<file path="src/rtl/ss_pulse_pkg.sv">
// Shared types and sizing helpers for the pulse stretcher.
package ss_pulse_pkg;

  typedef enum logic [1:0] {
    IDLE = 2'd0,
    HIGH = 2'd1,
    GAP  = 2'd2
  } ss_state_e;

  function automatic int cnt_w(input int w, input int g);
    int m;
    m = (w > g) ? w : g;
    return $clog2(m) + 1;
  endfunction

endpackage

</file>
<file path="src/rtl/ss_pulse_stretch.sv">
// Strobe to fixed-width pulse stretcher with a minimum low gap.
// Optional SS_PULSE_RETRIGGER_EN: events during HIGH extend the pulse.
module ss_pulse_stretch
  import ss_pulse_pkg::*;
#(
  parameter int WIDTH_CYC = 4,
  parameter int GAP_CYC   = 2
) (
  input  logic i_clk,
  input  logic i_rst,
  input  logic i_pulse,
  output logic o_signal,
  output logic o_busy,
  output logic o_drop
);

  localparam int CNT_W = cnt_w(WIDTH_CYC, GAP_CYC);
  localparam logic [CNT_W-1:0] W_LOAD = CNT_W'(WIDTH_CYC - 1);
  localparam logic [CNT_W-1:0] G_LOAD = CNT_W'(GAP_CYC - 1);

  if (WIDTH_CYC < 1 || GAP_CYC < 1) begin : g_bad_param
    $fatal(1, "ss_pulse_stretch: WIDTH_CYC and GAP_CYC must be >= 1");
  end

  ss_state_e        r_state;
  ss_state_e        w_nstate;
  logic [CNT_W-1:0] r_cnt;
  logic [CNT_W-1:0] w_ncnt;
  logic             r_pend;
  logic             w_npend;
  logic             w_ndrop;
  logic             w_queue;
  logic             w_cnt_z;
  logic             r_signal;
  logic             r_busy;
  logic             r_drop;

  assign w_cnt_z = (r_cnt == '0);

  always_comb begin
    w_nstate = r_state;
    w_ncnt   = r_cnt;
    w_npend  = r_pend;
    w_ndrop  = 1'b0;
    w_queue  = 1'b0;
    unique case (r_state)
      IDLE: begin
        if (i_pulse) begin
          w_nstate = HIGH;
          w_ncnt   = W_LOAD;
        end
      end
      HIGH: begin
`ifdef SS_PULSE_RETRIGGER_EN
        if (i_pulse) begin
          w_ncnt = W_LOAD;
        end else if (w_cnt_z) begin
          w_nstate = GAP;
          w_ncnt   = G_LOAD;
        end else begin
          w_ncnt = r_cnt - 1'b1;
        end
`else
        w_queue = i_pulse;
        if (w_cnt_z) begin
          w_nstate = GAP;
          w_ncnt   = G_LOAD;
        end else begin
          w_ncnt = r_cnt - 1'b1;
        end
`endif
      end
      GAP: begin
        if (w_cnt_z) begin
          if (r_pend) begin
            w_nstate = HIGH;
            w_ncnt   = W_LOAD;
            w_npend  = 1'b0;
            w_queue  = i_pulse;
          end else if (i_pulse) begin
            w_nstate = HIGH;
            w_ncnt   = W_LOAD;
          end else begin
            w_nstate = IDLE;
          end
        end else begin
          w_ncnt  = r_cnt - 1'b1;
          w_queue = i_pulse;
        end
      end
      default: begin
        w_nstate = IDLE;
        w_ncnt   = '0;
        w_npend  = 1'b0;
      end
    endcase
    // A consumed pend frees the slot for an event in the same cycle.
    if (w_queue) begin
      if (w_npend) w_ndrop = 1'b1;
      else         w_npend = 1'b1;
    end
  end

  always_ff @(posedge i_clk or posedge i_rst) begin
    if (i_rst) begin
      r_state  <= IDLE;
      r_cnt    <= '0;
      r_pend   <= 1'b0;
      r_signal <= 1'b0;
      r_busy   <= 1'b0;
      r_drop   <= 1'b0;
    end else begin
      r_state  <= w_nstate;
      r_cnt    <= w_ncnt;
      r_pend   <= w_npend;
      r_signal <= (w_nstate == HIGH);
      r_busy   <= (w_nstate != IDLE) | w_npend;
      r_drop   <= w_ndrop;
    end
  end

  assign o_signal = r_signal;
  assign o_busy   = r_busy;
  assign o_drop   = r_drop;

endmodule

</file>
<file path="config.mk">
export PLATFORM = sky130hd
export DESIGN_NAME = ss_pulse_stretch
export DESIGN_NICKNAME = d
export VERILOG_FILES = /design/src/rtl/ss_pulse_pkg.sv /design/src/rtl/ss_pulse_stretch.sv
export SDC_FILE = /design/constraint.sdc
export NUM_CORES = 1
export LEC_CHECK = 0
export ABC_AREA = 1
export CAP_MARGIN = 20
export CORE_MARGIN = 5
export CORE_UTILIZATION = 48
export DETAILED_ROUTE_END_ITERATION = 6
export PLACE_DENSITY = 0.75
export SYNTH_ARGS = -nofsm -noshare
export SYNTH_HDL_FRONTEND = slang
export SYNTH_SLANG_ARGS = --single-unit
</file>
<file path="constraint.sdc">
create_clock -name i_clk -period 1.18 [get_ports i_clk]
set_input_delay 0.118 -clock i_clk [delete_from_list [all_inputs] [get_ports i_clk]]
set_output_delay 0.118 -clock i_clk [all_outputs]
set_load 0.005 [all_outputs]
</file>
# == Yosys cells after proc, flatten, opt, wreduce, memory -nomap -nowiden ==
# Cells that the tools add are included.
# classes
n_addsub,1
eq_ne,3
n_mux,19
n_bitwise,1
n_reduce_logical,4
# op_table
operator,n
$mux W3,4
$pmux W3 S3,1
$mux W1,8
$mux W2,3
$pmux W2 S3,1
$eq A2 B1 Y1 const B,2
$pmux W1 S2,2
$logic_not A3 Y1,1
$sub A3 B1 Y3 const B,1
$eq A2 B2 Y1 const B,1
$logic_not A2 Y1,1
$reduce_bool A2 Y1,1
$reduce_or A2 Y1,1
$or A1 B1 Y1,1
# word_totals
register_bits,9
input_bits,3
elab_cells,34

# == Logic depth before layout (Yosys ltp) ==
# Gate-level depths: netlist (run 1).
# logic_depth
depth_word,6
mapped_depth,9
depth_no_buf,9

# == Least setup slack after synthesis (run 1) ==
# OpenSTA, ideal clock, no wires.
# synth_timing
path_type,reg-to-reg
start,register r_cnt[0]
end,"register r_busy, in the netlist o_busy"
t_arrival_ns,1.179
required_time_ns,1.059
path_slack_ns,-0.120
path_stages_with_launch,10
path_buffers,0
path_cell_list,dfrtp_1 -> inv_1 -> ha_1 -> inv_2 -> nor2_4 -> nand3_2 -> nand3_2 -> nand2_4 -> inv_2 -> nand3_2
# synth_via
elab_chain_cells,5
# synth_lines
element,line_no,rtl
start: declaration,ss_pulse_stretch.sv:27,logic [CNT_W-1:0] r_cnt;
start signal: assignment,ss_pulse_stretch.sv:114,r_cnt <= w_ncnt;
$logic_not A3 Y1 (*),ss_pulse_stretch.sv:38,assign w_cnt_z = (r_cnt == '0);
$mux W1,ss_pulse_stretch.sv:74,if (w_cnt_z) begin
$pmux W1 S2,ss_pulse_stretch.sv:46,unique case (r_state)
$mux W1 (*),ss_pulse_stretch.sv:98,if (w_queue) begin
via w_npend,ss_pulse_stretch.sv:30,logic w_npend;
$or A1 B1 Y1 (*),ss_pulse_stretch.sv:117,r_busy <= (w_nstate != IDLE) | w_npend;
end signal: assignment,ss_pulse_stretch.sv:117,
end: declaration,ss_pulse_stretch.sv:35,logic r_busy;
# The timed path passes the listed nets; every way through them passes the cells marked *.

# == Worst setup path after layout (run 1) ==
# Same ends and word-level chain as after synthesis.

==> impl_metrics.toml, run 1 <==
[global_route]
grt_pass1_wl_mm = 2.18
grt_overflow = 0
grt_max_degree = 10
grt_usage = 0.146
antenna_found_initial = 0
grt_pass1_vias = 546

[yosys]
postSynthCellCount = 78
seq_area_frac_synth = 0.348
ys_warn_count = 0
synthTopCellsByArea = "dfrtp_1 35%, ha_1 14%, nand3_2 11%"
syn_area_per_cell_um2 = 8.29
synth_area_um2 = 647
synth_top_area_share = 0.348
synth_nets = 88
yosys.area.top_type = "dfrtp_1"
synth_seq_cells = 9
synth_cell_types = 16

[critical_path]
start_kind = "flop"
cp_slowest_cell = "dfrtp_1"
crit_arrival_ns = 1.43
critPathMaxStageDelay_ns = 0.38
path_class = "reg2reg"
path_delay_family = "simple AND/OR/NAND/NOR gates"
worstPathRequired_ns = 1.32
crit_path_end_kind = "flop"
path_buf_inv = 3
crit_fanout = 5
cp_cell_sequence = "inv_2, ha_4, inv_2, nor2_4, nand3_2, nand3_2, nand2_4, inv_2, nand3_2"

[floorplan]
die_y_um = 46.7
dieWidth_um = 46.7
io_pins = 6
core_area_um2 = 1280
die_area_um2 = 2180
start_util = 0.503
num_rows = 13

[layout]
antenna_cells = 0
post-route-util = 0.747
fin_cells = 116
nets = 112
drive_gt1_frac = 0.564
area_delta_synth_final_pct = 48.4

[place]
place_congestion = 0.797
dp_hpwl_mm = 1.02
portBuffers = 5
placed_cells = 109

[power]
p_seq_frac = 0.219
worst_ir_drop_vdd_uv = 1330
p_total_w = 0.00254
power.internal_w = 0.00143
switching_share = 0.439
p_comb_frac = 0.693
p_leak_nw = 0.472
p_sw_w = 0.00112
pwr-share-clk = 0.088
powerDensity_nw_per_um2 = 2650

[clock_tree]
htreeDepth = 1
cts_buffers = 3
postCtsHoldBufs = 0
clockBufferDepth = 2
clockRootBuffer = "clkbuf_4"
cts_tree = "done"
cts.sinks = 9
insertion_delay_ns = 0.25
cts.reportedPaths.clkPinSlew_ns = 0.06

[timing]
clock_skew_ns = 0.00391
setup_violations = 8
timing.fmax_mhz = 776
hold_viol_final = 0
period_needed_ns = 1.29
setup_ws_ns = -0.108
slew_viol_final = 0
rsz0062_at_grt = "true"
fin_setup_tns_ns = -0.285
holdWs_ns = 0.115
slew_headroom = 0.779
tightestPinTransition_ns = 0.331
fin_crit_sh = 1.09

[detailed_routing]
vias_per_cell = 4.81
drtPass1Iterations = 4
drt-total-wl_mm = 1.35
drcViolationCount = 0
num_vias = 558
routedWlPerCell_um = 11.6
ant_nets = 0
drt_iter0_markers = 13

[run]
drv_cap = 0

[outcome]
violations = "setup timing"
status = "complete, but fails checks"

[hold_path]
hold_class = "in2async"
## sequential cells by signal, summed over array words and instances, names as in the netlist
register  cells
r_pend        1
o_drop        1
r_state       2
o_busy        1
o_signal      1
r_cnt         3
## logic make-up (layout without fill, tap and decap cells)
family                   Yosys count  count (layout)  share of synthesized area
AND/OR/NAND/NOR                   37              37                      0.350
adder cells (fa/ha/maj)            7               7                      0.135
XOR/XNOR                           1               1                     0.0135
AO/OA/AOI/OAI                      7               7                     0.0542
flip-flops                         9               9                      0.348
buffers and inverters             17              40                     0.0986
## layout make-up
cell class              instances  area [µm²]
clock buffers                   4        26.3
fillers                       108         325
inverters                      17        73.8
multi-input cells              52         449
flip-flops and latches          9         228
well taps                      15        18.8
repair buffers                 19         164
## worst register-to-register path: stages, from the launching register on
cell	delay [ns]
dfrtp_1	0.38
inv_2	0.08
ha_4	0.15
inv_2	0.04
nor2_4	0.15
nand3_2	0.11
nand3_2	0.10
nand2_4	0.06
inv_2	0.05
nand3_2	0.05
## per-layer routing
| metal | wire length (µm) | global-route usage | up-vias |
|---|---|---|---|
| met5 | 0 | 0 | - |
| met4 | 0 | 0.0387 | 0 |
| met1 | 579 | 0.166 | 261 |
| met2 | 726 | 0.242 | 6 |
| li1 | - | - | 291 |
| met3 | 43 | 0.0742 | 0 |
## through the flow
step,instance area [µm²],setup slack (ns)
final,960,-0.108
after global routing,960,-0.171
after CTS,871,-0.0897
after detailed placement,818,-0.0993
after global placement,818,-0.0646
after floorplan,667,-0.0113
## placed cells by master, fill, tap and decap left out
cell,Yosys,final
a21oi_1,4,3
a21oi_2,0,1
buf_12,0,1
buf_4,0,13
clkbuf_1,0,1
clkbuf_4,0,3
clkdlybuf4s50_1,0,2
dfrtp_1,9,7
dfrtp_2,0,2
dlygate4sd2_1,0,3
ha_1,7,3
ha_4,0,4
inv_1,14,6
inv_2,3,7
inv_4,0,4
nand2_1,8,5
nand2_2,5,7
nand2_4,2,2
nand2_8,0,1
nand3_1,6,5
nand3_2,7,8
nor2_1,7,6
nor2_2,0,1
nor2_4,1,1
nor3_2,0,1
o21ai_0,2,1
o21ai_1,1,1
o21ai_2,0,1
xor2_1,1,1
## path summary, 6_finish.rpt
check / endpoint / start / cells past startpoint / slack, ns
min reg2reg: r_cnt[2] / r_cnt[2] / 2 / 0.70
max reg2reg: o_busy / r_cnt[0] / 9 / -0.11
max in group asynchronous: r_state[1] / i_rst / 2 / 0.80
min: o_drop / i_rst / 2 / 0.11
max: o_busy / r_cnt[0] / 9 / -0.11
min in group i_clk: o_drop / i_pulse / 5 / 0.65
## timing repair
action,CTS,global route
buffers inserted,2,1
cloned,0,0
resized for setup,7,18
pin swaps,2,9
setup endpoints to repair,12,9
## cells in the mapped netlist
library cell   n
nand2_1        8
xor2_1         1
nor2_1         7
a21oi_1        4
nand2_2        5
dfrtp_1        9
inv_1         14
ha_1           7
nand3_1        6
o21ai_1        1
nand3_2        7
nand2_4        2
o21ai_0        2
nor3_1         1
nor2_4         1
inv_2          3
## power by group through the flow
stage	Combinational [W]	Clock, W	Sequential [W]
4_1_cts	0.00146	0.000236	0.000531
3_3_place_gp	0.00139	0	0.000531
2_1_floorplan	0.000927	0	0.000536
6_report	0.00176	0.000224	0.000557
5_1_grt	0.00193	0.000260	0.000569
3_5_place_dp	0.00142	0	0.000535
No activity file was read; power rests on OpenSTA's default activity.
==> inputs of run 2 (changes only) <==
--- a/config.mk
+++ b/config.mk
@@ -6,9 +6,12 @@
 export NUM_CORES = 1
 export LEC_CHECK = 0
 export ABC_AREA = 1
+export ABC_CLOCK_PERIOD_IN_PS = 1180
 export CAP_MARGIN = 20
+export CELL_PAD_IN_SITES_DETAIL_PLACEMENT = 1
+export CELL_PAD_IN_SITES_GLOBAL_PLACEMENT = 1
 export CORE_MARGIN = 5
-export CORE_UTILIZATION = 48
+export CORE_UTILIZATION = 36
 export DETAILED_ROUTE_END_ITERATION = 6
 export PLACE_DENSITY = 0.75
 export SYNTH_ARGS = -nofsm -noshare
==> run 2 against run 1 <==
Compared with the run above:
- the flow still finishes with violations (setup timing)
- critical path depth unchanged
- final cell count up 14%
- clock power up 4%
- critical endpoint unchanged
- critical path type unchanged
- sequential power about the same
- non-clock buffer count up 6
- largest power group unchanged
==> impl_metrics.toml, run 2 (synthesized netlist as in run 1, its figures left out) <==
[outcome]
status = "complete, but fails checks"
violations = "setup timing"

[critical_path]
reg2reg_depth = 9
path_class = "reg2reg"
crit_path_end_kind = "flop"
rr_startpoint = "r_cnt[1]"
reg2reg_slack_ns = -0.11
worstPathRequired_ns = 1.32
crit_fanout = 5
start_kind = "flop"
crit_arrival_ns = 1.43
worstReg2RegEnd = "o_busy"

[power]
p_sw_w = 0.00122
pwr-share-clk = 0.083
p_leak_nw = 0.505
powerDensity_nw_per_um2 = 2690
power.internal_w = 0.00158
switching_share = 0.436
p_comb_frac = 0.717
worst_ir_drop_vdd_uv = 1240
p_total_w = 0.00280
p_seq_frac = 0.200

[global_route]
grt_usage = 0.149
grt_pass1_wl_mm = 2.98
grt_overflow = 0
grt_max_degree = 10
grt_pass1_vias = 693
antenna_found_initial = 0

[detailed_routing]
vias_per_cell = 4.51
routedWlPerCell_um = 12.7
drt_iter0_markers = 2
drcViolationCount = 0
num_vias = 595
drt-total-wl_mm = 1.68
ant_nets = 0
drtPass1Iterations = 2

[floorplan]
start_util = 0.375
io_pins = 6
num_rows = 15
die_area_um2 = 2740
core_area_um2 = 1730
dieWidth_um = 52.4
die_y_um = 52.4

[timing]
clock_skew_ns = 0.00333
hold_viol_final = 0
rsz0062_at_grt = "true"
fin_crit_sh = 1.09
slew_viol_final = 0
slew_headroom = 0.764
holdWs_ns = 0.125
fin_setup_tns_ns = -0.509
setup_ws_ns = -0.105
period_needed_ns = 1.29
timing.fmax_mhz = 778
tightestPinTransition_ns = 0.353
setup_violations = 9

[clock_tree]
cts.reportedPaths.clkPinSlew_ns = 0.06
clockBufferDepth = 2
cts_tree = "done"
clockRootBuffer = "clkbuf_4"
insertion_delay_ns = 0.26
cts_buffers = 3
htreeDepth = 1
cts.sinks = 9

[place]
dp_hpwl_mm = 1.39
place_congestion = 0.851
dpl_worst_slack_ns = -0.159
portBuffers = 5

[layout]
post-route-util = 0.601
antenna_cells = 0
largest_register_ffs = 3
final_cell_mix = "17 x buf_4, 9 x inv_2, 8 x nand3_2"
drive_gt1_frac = 0.589
largestRegisters = "r_cnt: 3 flops, r_state: 2 flops"
layout_commonest_cell = "buf_4"
nets = 118
top_register = "r_cnt"
fill_cells = 205
area_delta_synth_final_pct = 60.5

[hold_path]
hold_class = "in2async"

[run]
drv_cap = 0
-- run 2: power groups by stage --
| stage | clock network [W] | logic [W] | registers [W] |
|---|---|---|---|
| 2_1_floorplan | 0 | 0.000927 | 0.000536 |
| 3_3_place_gp | 0 | 0.00144 | 0.000537 |
| 3_5_place_dp | 0 | 0.00152 | 0.000546 |
| 4_1_cts | 0.000246 | 0.00170 | 0.000554 |
| 5_1_grt | 0.000266 | 0.00223 | 0.000580 |
| 6_report | 0.000232 | 0.00201 | 0.000560 |
-- run 2: how the worst max path moves through the flow --
stage          startpoint        to  slack, ns  depth (start not counted)
6_report         r_cnt[1]    o_busy      -0.11                          9
3_5_place_dp   r_state[1]  o_signal      -0.16                          8
2_1_floorplan    r_cnt[1]    o_busy      -0.01                          9
3_3_place_gp     r_cnt[0]    o_busy      -0.08                          9
5_1_grt          r_cnt[1]  r_cnt[1]      -0.21                          8
4_1_cts          r_cnt[0]    o_busy      -0.11                          9
-- run 2: stage by stage --
step	instance area [µm²]	std cells
2_1_floorplan	667	78
3_3_place_gp	846	121
3_5_place_dp	846	121
4_1_cts	941	128
5_1_grt	1040	132
6_report	1040	132
-- run 2: routing by layer --
layer  vias to the layer above  track usage  part of all wire
met5                         -            0                 0
li1                        299            -                 -
met4                         0       0.0128                 0
met2                         5        0.302              0.60
met1                       291        0.153              0.37
met3                         0       0.0427             0.023
-- run 2: area by class of cell --
type / count / area [µm²] / share of cell area
multi-input combinational: 52 / 468 / 0.451
sequential: 9 / 228 / 0.219
timing repair buffer: 25 / 216 / 0.208
inverter: 17 / 68.8 / 0.0663
tap: 25 / 31.3 / 0.0301
clock buffer: 4 / 26.3 / 0.0253
-- run 2: worst max-delay path: stages (launching register included) --
cell     delay [ns]
dfrtp_1        0.39
inv_2          0.09
ha_4           0.16
inv_2          0.05
nor2_4         0.13
nand3_2        0.10
nand3_2        0.10
nand2_4        0.06
inv_2          0.05
nand3_2        0.04
-- run 2: what timing repair did --
action	4_1_cts	5_1_grt
setup endpoints to repair	12	9
setup buffers	3	5
gates resized for setup	16	12
hold buffers	0	0
pin swaps	4	7
